`src/rtl/tt_pkg.sv`:
```
// Shared types and helpers for the truth-table sweeper.
package tt_pkg;

    typedef enum logic [1:0] {
        IDLE  = 2'd0,
        DRIVE = 2'd1,
        CHECK = 2'd2,
        DONE  = 2'd3
    } state_e;

    localparam int MAX_N_IN = 4;

    function automatic int rows(input int n);
        return 1 << n;
    endfunction

endpackage

```
`src/rtl/truth_table_sweeper_if.sv`:
```
// Control, result and table-drive signals of one truth-table sweeper.
interface truth_table_sweeper_if #(
    parameter int N_IN = 4
);
    localparam int ROWS = tt_pkg::rows(N_IN);

    logic              start;
    logic [ROWS-1:0]   expected;
    logic [N_IN-1:0]   abcd;
    logic              y_in;
    logic              busy;
    logic              done;
    logic              pass;
    logic [ROWS-1:0]   captured;
    logic              mismatch_valid;
    logic [N_IN-1:0]   mismatch_idx;

    // The controller / table side drives start, expected and y_in.
    modport master (
        output start, expected, y_in,
        input  abcd, busy, done, pass, captured, mismatch_valid, mismatch_idx
    );

    modport slave (
        input  start, expected, y_in,
        output abcd, busy, done, pass, captured, mismatch_valid, mismatch_idx
    );

endinterface

```
`src/rtl/lowest_set_index.sv`:
```
// Combinational priority encoder: index of the lowest set bit, 0 when none set.
module lowest_set_index #(
    parameter int WIDTH = 16,
    parameter int IDX_W = 4
) (
    input  logic [WIDTH-1:0] vec,
    output logic [IDX_W-1:0] index,
    output logic             any_set
);

    // Scanning downward lets the lowest set bit win the final assignment.
    always_comb begin
        index   = '0;
        any_set = |vec;
        for (int i = WIDTH - 1; i >= 0; i--) begin
            if (vec[i]) begin
                index = IDX_W'(i);
            end
        end
    end

endmodule

```
`src/rtl/truth_table_sweeper.sv`:
```
// Walks every input row of a combinational table, captures Y after a settle
// time and compares the captured table against a latched expected table.
module truth_table_sweeper
    import tt_pkg::*;
#(
    parameter int N_IN   = 4,
    parameter int SETTLE = 1
) (
    input  logic                  clk,
    input  logic                  rst_n,
    truth_table_sweeper_if.slave  bus
);

    localparam int              ROWS     = rows(N_IN);
    localparam logic [N_IN-1:0] LAST_IDX = N_IN'(ROWS - 1);
    localparam logic [3:0]      CNT_LAST = 4'(SETTLE - 1);

    state_e            state_q, state_d;
    logic [N_IN-1:0]   idx_q, idx_d;
    logic [3:0]        cnt_q, cnt_d;
    logic [ROWS-1:0]   exp_q, exp_d;
    logic [ROWS-1:0]   captured_q, captured_d;
    logic              pass_q, pass_d;
    logic              mismatch_valid_q, mismatch_valid_d;
    logic [N_IN-1:0]   mismatch_idx_q, mismatch_idx_d;

    logic [ROWS-1:0]   diff;
    logic [N_IN-1:0]   diff_idx;
    logic              diff_any;

    assign diff = captured_q ^ exp_q;

    lowest_set_index #(
        .WIDTH (ROWS),
        .IDX_W (N_IN)
    ) u_first_diff (
        .vec     (diff),
        .index   (diff_idx),
        .any_set (diff_any)
    );

    always_ff @(posedge clk or negedge rst_n) begin
        if (!rst_n) begin
            state_q          <= IDLE;
            idx_q            <= '0;
            cnt_q            <= '0;
            exp_q            <= '0;
            captured_q       <= '0;
            pass_q           <= 1'b0;
            mismatch_valid_q <= 1'b0;
            mismatch_idx_q   <= '0;
        end else begin
            state_q          <= state_d;
            idx_q            <= idx_d;
            cnt_q            <= cnt_d;
            exp_q            <= exp_d;
            captured_q       <= captured_d;
            pass_q           <= pass_d;
            mismatch_valid_q <= mismatch_valid_d;
            mismatch_idx_q   <= mismatch_idx_d;
        end
    end

    always_comb begin
        state_d          = state_q;
        idx_d            = idx_q;
        cnt_d            = cnt_q;
        exp_d            = exp_q;
        captured_d       = captured_q;
        pass_d           = pass_q;
        mismatch_valid_d = mismatch_valid_q;
        mismatch_idx_d   = mismatch_idx_q;

        case (state_q)
            IDLE: begin
                if (bus.start) begin
                    exp_d            = bus.expected;
                    captured_d       = '0;
                    idx_d            = '0;
                    cnt_d            = '0;
                    pass_d           = 1'b0;
                    mismatch_valid_d = 1'b0;
                    state_d          = DRIVE;
                end
            end
            DRIVE: begin
                // Sample on the last edge of the row so Y has settled.
                if (cnt_q == CNT_LAST) begin
                    captured_d[idx_q] = bus.y_in;
                    cnt_d             = '0;
                    if (idx_q == LAST_IDX) begin
                        state_d = CHECK;
                    end else begin
                        idx_d = idx_q + N_IN'(1);
                    end
                end else begin
                    cnt_d = cnt_q + 4'd1;
                end
            end
            CHECK: begin
                pass_d           = !diff_any;
                mismatch_valid_d = diff_any;
                mismatch_idx_d   = diff_idx;
                state_d          = DONE;
            end
            DONE: begin
                state_d = IDLE;
            end
            default: begin
                state_d = IDLE;
            end
        endcase
    end

    assign bus.abcd           = (state_q == DRIVE) ? idx_q : '0;
    assign bus.busy           = (state_q != IDLE);
    assign bus.done           = (state_q == DONE);
    assign bus.pass           = pass_q;
    assign bus.captured       = captured_q;
    assign bus.mismatch_valid = mismatch_valid_q;
    assign bus.mismatch_idx   = mismatch_idx_q;

endmodule
```
`src/flat_wrapper.sv`:
```
// flat-port wrapper written by rule: the top's interface ports become plain ports
module truth_table_sweeper_flat import tt_pkg::*;
#(
    parameter int N_IN   = 4,
    parameter int SETTLE = 1
)
  (clk, rst_n, bus_start, bus_expected, bus_y_in, bus_abcd, bus_busy, bus_done, bus_pass, bus_captured, bus_mismatch_valid, bus_mismatch_idx);
  truth_table_sweeper_if #(.N_IN(N_IN)) bus_i ();
  input  logic clk;
  input  logic rst_n;
  input wire logic [$bits(bus_i.start)-1:0] bus_start;
  input wire logic [$bits(bus_i.expected)-1:0] bus_expected;
  input wire logic [$bits(bus_i.y_in)-1:0] bus_y_in;
  output wire logic [$bits(bus_i.abcd)-1:0] bus_abcd;
  output wire logic [$bits(bus_i.busy)-1:0] bus_busy;
  output wire logic [$bits(bus_i.done)-1:0] bus_done;
  output wire logic [$bits(bus_i.pass)-1:0] bus_pass;
  output wire logic [$bits(bus_i.captured)-1:0] bus_captured;
  output wire logic [$bits(bus_i.mismatch_valid)-1:0] bus_mismatch_valid;
  output wire logic [$bits(bus_i.mismatch_idx)-1:0] bus_mismatch_idx;
  assign bus_i.start = bus_start;
  assign bus_i.expected = bus_expected;
  assign bus_i.y_in = bus_y_in;
  assign bus_abcd = bus_i.abcd;
  assign bus_busy = bus_i.busy;
  assign bus_done = bus_i.done;
  assign bus_pass = bus_i.pass;
  assign bus_captured = bus_i.captured;
  assign bus_mismatch_valid = bus_i.mismatch_valid;
  assign bus_mismatch_idx = bus_i.mismatch_idx;
  truth_table_sweeper #(.N_IN(N_IN), .SETTLE(SETTLE)) u_core (.clk(clk), .rst_n(rst_n), .bus(bus_i));
endmodule
```
`config.mk`:
```
export PLATFORM = sky130hd
export DESIGN_NAME = truth_table_sweeper_flat
export DESIGN_NICKNAME = d
export VERILOG_FILES = /design/src/rtl/tt_pkg.sv /design/src/rtl/truth_table_sweeper_if.sv /design/src/rtl/lowest_set_index.sv /design/src/rtl/truth_table_sweeper.sv /design/src/flat_wrapper.sv
export SDC_FILE = /design/constraint.sdc
export NUM_CORES = 1
export LEC_CHECK = 0
export ABC_AREA = 1
export BUFFER_PORTS_ARGS = -buffer_cell sky130_fd_sc_hd__buf_2
export CAP_MARGIN = 10
export CORE_ASPECT_RATIO = 0.6
export CORE_MARGIN = 5
export CORE_UTILIZATION = 30
export CTS_BUF_LIST = sky130_fd_sc_hd__clkbuf_4 sky130_fd_sc_hd__clkbuf_8 sky130_fd_sc_hd__clkbuf_16
export DETAILED_ROUTE_END_ITERATION = 6
export PLACE_DENSITY_LB_ADDON = 0.2
export SYNTH_ARGS = -nofsm -noshare
export SYNTH_HDL_FRONTEND = slang
export SYNTH_SLANG_ARGS = --single-unit
```
`constraint.sdc`:
```
create_clock -name clk -period 4.7 [get_ports clk]
set_input_delay 0.235 -clock clk [delete_from_list [all_inputs] [get_ports clk]]
set_output_delay 0.235 -clock clk [all_outputs]
set_load 0.02 [all_outputs]
```
==> flow_summary.json, run 1 <==
{
  "postCtsSetupBuffers": 0,
  "drt-wirelength-per-cell_um": 13.2,
  "ir_drop_v": 0.000233,
  "power.leakage_nw": 1.67,
  "layer_with_the_highest_usage_after_global_routing": "met1",
  "tritoncts_clock_tree": "done",
  "fin_util": 0.369,
  "max-clock-path-buffers": 2,
  "antenna-diode-count": 0,
  "remaining_routing_drc_violations": 0,
  "synth-seq-cells": 48,
  "final-max-slew-violation-count": 0,
  "worst_min_path_class": "input pin to asynchronous set/reset pin",
  "crit_path_end_kind": "register",
  "fin_cells": 499,
  "antenna_left": 0,
  "clkSinkCount": 48,
  "relSlewSlack": 0.376,
  "status": "complete, no violations",
  "crit_path_max_fanout": 30,
  "dr.first_iter.drc_count": 109,
  "final_cell_mix": "sky130_fd_sc_hd__nand2_1 (104), sky130_fd_sc_hd__dfrtp_1 (48), sky130_fd_sc_hd__buf_2 (47)",
  "cts.hold.buffers_added": 0,
  "core_um2": 8490,
  "grt_pass1_wl_um": 11200,
  "post_cts_resized": 0,
  "grt_start_max_net_pins": 49,
  "final.fill_count": 911,
  "layout-drive-gt1-share": 0.173,
  "seqCellArea_um2": 1200,
  "die_width_um": 131,
  "grt_overflow_total": 0,
  "power_w": 0.00196,
  "cts_root_buf": "sky130_fd_sc_hd__clkbuf_16",
  "hold-worst-slack_ns": 0.0488,
  "synth_cell_types": 29,
  "synth_top_area_cell": "sky130_fd_sc_hd__dfrtp_1",
  "post_synthesis_instance_area_um2": 2620,
  "floorplan.die_area_um2": 10700,
  "crit_path_top_delay_cell": "sky130_fd_sc_hd__nand2_1",
  "rsz0062_at_grt": "false",
  "ys_seq_area_frac": 0.459,
  "start_util": 0.308,
  "max-cap-violations": 0,
  "timing.final.crit_share": 0.619,
  "floorplan.rows": 26,
  "ios": 48,
  "via_density_per_instance": 4.39,
  "synth.yosys.warnings": 0,
  "final_report_hold_violation_count": 0,
  "power-per-cell-area_nw_per_um2": 626,
  "wirelength_um": 6590,
  "track_usage": 0.134,
  "tritoncts.num_buffers": 5,
  "netlist_instances": 339,
  "finalSetupTns_ns": 0,
  "cp_cell_sequence": "inv_1 -> ha_1 -> nand2_1 -> inv_2 -> a21oi_2 -> nor2_4 -> nand2_1 -> inv_2 -> nand4_1 -> o22ai_1 -> a21oi_1",
  "detailroute.via_count": 2190,
  "synthToLayoutAreaGrowth_pct": 19.9,
  "slowest_delay_ns": 0.56,
  "hpwl_um": 4920,
  "worstSetupStartpointType": "register",
  "max_clock_freq_mhz": 343,
  "buffer_ports.inserted": 47,
  "finalClockSkew_ns": 0.00452,
  "grt_util_met3": 0.0405,
  "global_route.usage.met2": 0.173,
  "fp.dieH_um": 82.3,
  "final_common_cell": "sky130_fd_sc_hd__nand2_1",
  "gp_congestion": 0.795,
  "grt_antenna_before_repair": 0,
  "synth_area_leaders": "sky130_fd_sc_hd__dfrtp_1 (46%), sky130_fd_sc_hd__nand2_1 (15%), sky130_fd_sc_hd__inv_1 (5.6%)",
  "clkTransAtPathRegs_ns": 0.07,
  "cp_top_family": "simple AND/OR/NAND/NOR gates",
  "critPathRequiredTime_ns": 4.88,
  "placed_cells": 491,
  "report.final.setup_viol": 0,
  "worst_pin_slew_ns": 0.934,
  "synthesis.area_per_instance_um2": 7.71,
  "cts.htree.levels": 2,
  "grt_pass1_vias": 2113,
  "num-nets-final": 416,
  "synth_nets": 369,
  "synthDominantCellAreaShare": 0.459,
  "firstDrtPassIters": 4,
  "final.min_clock_period_ns": 2.91,
  "clock_insertion_delay_worst_skew_ns": 0.29,
  "grt_util_met1": 0.214,
  "timing_worst_setup_path_type": "register to register",
  "arrival_ns": 3.09,
  "worstPathBufferInverterCount": 3,
  "multiInputGateArea_um2": 1210
}
==> metrics by stage <==
| stage | setup slack [ns] | cell area [um2] |
|---|---|---|
| after floorplan | 3.06 | 2620 |
| after global placement | 1.86 | 2970 |
| after detailed placement | 1.77 | 2970 |
| after CTS | 1.76 | 3130 |
| after global routing | 1.44 | 3130 |
| final | 1.79 | 3130 |
==> sequential cells by signal (all words and copies together), names as in the netlist <==
name / cells
u_core.bus.mismatch_valid: 1
u_core.bus.pass: 1
u_core.exp_q: 16
u_core.bus.captured: 16
u_core.cnt_q: 4
u_core.state_q: 2
u_core.bus.mismatch_idx: 4
u_core.idx_q: 4
==> cell usage after synthesis, drive strengths merged <==
cell and count:
nor2 38, buf 2, xnor2 14, nand4 2
o21ai 31, a32o 1, o22ai 3, a22o 1
xor2 1, inv 43, mux2i 2, nor4 1
clkbuf 7, a21oi 19, nor3 1, o31ai 1
a31oi 1, nand3 9, nand2 104, ha 10
dfrtp 48
==> metal layers <==
metal,up-vias,share of wire
li1,1156,-
met5,-,0
met3,7,0.065
met1,979,0.57
met2,48,0.36
met4,0,0.0077
==> worst paths after layout <==
check | startpoint | endpoint | slack [ns] | depth (start not counted)
hold reg to reg | u_core.bus.mismatch_idx[0] | u_core.bus.mismatch_idx[0] | 0.48 | 2
setup / recovery | u_core.state_q[0] | u_core.idx_q[3] | 1.79 | 11
max in group asynchronous | rst_n | u_core.bus.captured[11] | 4.22 | 2
setup reg to reg | u_core.state_q[0] | u_core.idx_q[3] | 1.79 | 11
hold / removal | rst_n | u_core.bus.mismatch_valid | 0.05 | 2
min in group clk | bus_expected[11] | u_core.exp_q[11] | 0.13 | 3
==> power by group <==
| part | internal [W] | total [W] | switching, W |
|---|---|---|---|
| clock | 0.000250 | 0.000413 | 0.000163 |
| combinational | 0.000303 | 0.000903 | 0.000600 |
| sequential | 0.000545 | 0.000647 | 0.000102 |
| total | 0.00110 | 0.00196 | 0.000865 |
==> cell families after synthesis <==
logic type,share of synthesized area
AOI/OAI and AO/OA,0.119
DFF,0.459
xor gates and xnor gates,0.0531
and+or+nand+nor,0.236
muxes,0.00766
adders and majority gates,0.0478
buffers and inverters,0.0766
==> layout make-up <==
cell class / count / area share
clock buffer: 5 / 0.0399
multi-input combinational: 239 / 0.387
inverter: 43 / 0.0515
timing repair buffer: 49 / 0.0798
sequential: 48 / 0.383
clock inverter: 3 / 0.0136
tap: 112 / 0.0447
Note: power is estimated with default switching activity, not from simulation.
==> inputs of run 2 (changes only) <==
ABC_AREA = 0   (was 1)
clock period = 2.5 ns   (was 4.7 ns; I/O delays follow)
==> run 2 against run 1 <==
Net effect:
- final cell count is 16% lower
- largest cell class unchanged
- worst setup slack worse by 1.2 ns
- register-to-register slack got worse by 1.2 ns
- non-clock buffer count is 5 higher
- critical path depth decreased by 4
- first-iteration DRC count grew 2.8%
- sequential power grew 95%
- critical path type unchanged
- clock-buffer cell count is 3 higher
- worst hold slack better by 0.018 ns
- synthesized cell count shrank 25%
- total power grew 81%
- combinational power up 75%
==> flow_summary.json, run 2 <==
{
  "status": "complete, no violations",
  "synth_enable_flop_cells": 0,
  "grt_pass1_vias": 1925,
  "final.fill_count": 867,
  "buffer_ports.inserted": 47,
  "total_switching_power_w": 0.00143,
  "antenna_left": 0,
  "timing_worst_setup_path_type": "register to register",
  "ys_seq_area_frac": 0.474,
  "synth_nets": 285,
  "cp_common_cell": "sky130_fd_sc_hd__nand2_1",
  "via_density_per_instance": 4.82,
  "antenna-diode-count": 0,
  "worst_min_path_class": "input pin to register",
  "post_cts_resized": 0,
  "gp_congestion": 0.766,
  "synthesis.area_per_instance_um2": 9.93,
  "start_util": 0.303,
  "ir_drop_v": 0.000331,
  "synth.yosys.warnings": 0,
  "remaining_routing_drc_violations": 0,
  "max_clock_freq_mhz": 513,
  "final_common_cell": "sky130_fd_sc_hd__dfrtp_1",
  "ios": 48,
  "postCtsSetupBuffers": 0,
  "grt_antenna_before_repair": 0,
  "synthToLayoutAreaGrowth_pct": 20.8,
  "floorplan.die_area_um2": 10400,
  "power.leakage_nw": 1.41,
  "floorplan.rows": 26,
  "synthDominantCellAreaShare": 0.474,
  "clkTransAtPathRegs_ns": 0.06,
  "synth_flop_cell": "sky130_fd_sc_hd__dfrtp_1",
  "wirelength_um": 6560,
  "power.clock.fraction": 0.199,
  "final_report_hold_violation_count": 0,
  "worstSetupStartpointType": "register",
  "final-max-slew-violation-count": 0,
  "grt_pass1_wl_um": 10500,
  "worstPathBufferInverterCount": 1,
  "worst_hold_path.endpoint": "u_core.exp_q[2]",
  "synth_common_cells": "sky130_fd_sc_hd__dfrtp_1 (48), sky130_fd_sc_hd__nand3_1 (31), sky130_fd_sc_hd__nand2_1 (25)",
  "tritoncts_clock_tree": "done",
  "clkSinkCount": 48,
  "cts.htree.levels": 2,
  "critPathRequiredTime_ns": 2.67,
  "detailroute.via_count": 2020,
  "fp.dieH_um": 81.2,
  "die_width_um": 129,
  "report.final.setup_viol": 0,
  "power-per-cell-area_nw_per_um2": 1160,
  "worst_pin_slew_ns": 0.466,
  "synth_cell_types": 37,
  "timing.reg2reg.setup_slack_ns": 0.55,
  "num-nets-final": 336,
  "synth.most_common_cell": "sky130_fd_sc_hd__dfrtp_1",
  "crit_path_max_fanout": 4,
  "sw_frac_of_total": 0.404,
  "max-clock-path-buffers": 2,
  "drt-wirelength-per-cell_um": 15.7,
  "tritoncts.num_buffers": 5,
  "crit-reg2reg-capture": "u_core.state_q[1]",
  "core_um2": 8360,
  "finalSetupTns_ns": 0,
  "cp_cell_sequence": "inv_1 -> ha_1 -> or3b_4 -> nand2_1 -> nand2_1 -> nor2_1 -> mux2_2",
  "relSlewSlack": 0.686,
  "finalClockSkew_ns": 0.00447,
  "final.min_clock_period_ns": 1.95,
  "rsz0062_at_grt": "false",
  "firstDrtPassIters": 4,
  "ff2ff_path_depth": 7,
  "sequentialPowerShare": 0.355,
  "arrival_ns": 2.12,
  "final_cell_mix": "sky130_fd_sc_hd__dfrtp_1 (48), sky130_fd_sc_hd__buf_2 (47), sky130_fd_sc_hd__nand3_1 (31)",
  "synthArstFlopShare": 1.00,
  "timing.final.crit_share": 0.780,
  "track_usage": 0.130,
  "post_synthesis_instance_area_um2": 2530,
  "cp-startpoint": "u_core.cnt_q[0]",
  "crit_path_end_kind": "register",
  "wp_depth": 7,
  "worstHoldStart": "bus_expected[2]",
  "netlist_instances": 255,
  "hold_depth": 2,
  "grt_start_max_net_pins": 36,
  "pwr-share-comb": 0.447,
  "placement.setup.worst_slack_ns": 0.568,
  "cp_top_family": "simple AND/OR/NAND/NOR gates",
  "slowest_delay_ns": 0.43,
  "setup_slack_ns": 0.550,
  "synth_top_area_cell": "sky130_fd_sc_hd__dfrtp_1",
  "internal-power_w": 0.00211,
  "synth-seq-cells": 48,
  "layout-drive-gt1-share": 0.267,
  "max-cap-violations": 0,
  "grt_overflow_total": 0,
  "dr.first_iter.drc_count": 112,
  "hpwl_um": 5070,
  "cts.hold.buffers_added": 1,
  "cts_root_buf": "sky130_fd_sc_hd__clkbuf_16",
  "synth_area_leaders": "sky130_fd_sc_hd__dfrtp_1 (47%), sky130_fd_sc_hd__mux2_2 (7.6%), sky130_fd_sc_hd__nand3_1 (6.1%)",
  "clock_insertion_delay_worst_skew_ns": 0.28,
  "rr_startpoint": "u_core.cnt_q[0]",
  "crit_path_top_delay_cell": "sky130_fd_sc_hd__dfrtp_1"
}
==> run 2: changes by cell type after synthesis, moves of 5 or more <==
cell	previous run	this run
sky130_fd_sc_hd__nand2_1	104	25
sky130_fd_sc_hd__inv_1	39	10
sky130_fd_sc_hd__nand3_1	9	31
sky130_fd_sc_hd__nor2_1	36	15
sky130_fd_sc_hd__mux2_2	0	17
sky130_fd_sc_hd__a21oi_1	18	4
sky130_fd_sc_hd__clkbuf_1	7	2
sky130_fd_sc_hd__nand4_1	2	7
sky130_fd_sc_hd__o21ai_0	28	23
==> run 2: layout make-up <==
class                   count  area (um2)  share of cell area
inverters                  10        37.5              0.0123
flip-flops and latches     48        1200               0.393
multi-input cells         187        1230               0.404
well taps                 112         140              0.0458
clock buffers               8         154              0.0503
repair buffers             54         290              0.0949
==> run 2: kinds of logic (layout without fill, tap and decap cells) <==
kind of cell,count (synthesis),count (layout),synth area share
AO/OA/AOI/OAI,47,47,0.115
XOR/XNOR,18,18,0.0623
adder cells (fa/ha/maj),10,10,0.0494
buffers and inverters,20,72,0.0380
flip-flops,48,48,0.474
multiplexers,19,19,0.0835
AND/OR/NAND/NOR,93,93,0.177
==> run 2: worst max path at each step <==
| stage | end | slack, ns |
|---|---|---|
| after CTS | u_core.state_q[1] | 0.56 |
| after global placement | u_core.state_q[1] | 0.56 |
| after global routing | u_core.idx_q[1] | 0.37 |
| after detailed placement | u_core.state_q[1] | 0.57 |
| final | u_core.state_q[1] | 0.55 |
| after floorplan | u_core.state_q[1] | 0.75 |
==> run 2: power groups by stage <==
| stage | sequential (W) | combinational (W) | clock, W |
|---|---|---|---|
| after floorplan | 0.00126 | 0.00117 | 0 |
| after global placement | 0.00126 | 0.00158 | 0 |
| after detailed placement | 0.00127 | 0.00159 | 0 |
| after CTS | 0.00126 | 0.00159 | 0.000721 |
| after global routing | 0.00129 | 0.00176 | 0.000757 |
| final | 0.00126 | 0.00158 | 0.000704 |
==> run 2: per-layer routing <==
metal,GRT usage,up-vias,share of wire
met4,0.0252,0,0.0058
li1,-,1000,-
met5,0,-,0
met3,0.0388,4,0.048
met2,0.171,45,0.39
met1,0.206,971,0.55
==> run 2: through the flow <==
step	utilization	hold WS, ns	area [um2]	cells	power, W
5_1_grt	0.366	0.0621	3060	419	0.00380
2_1_floorplan	-	-0.171	2530	255	0.00242
3_5_place_dp	0.346	0.0344	2890	410	0.00285
3_3_place_gp	0.346	0.0383	2890	410	0.00284
6_report	0.366	0.0666	3060	419	0.00354
4_1_cts	0.366	0.0619	3060	419	0.00357
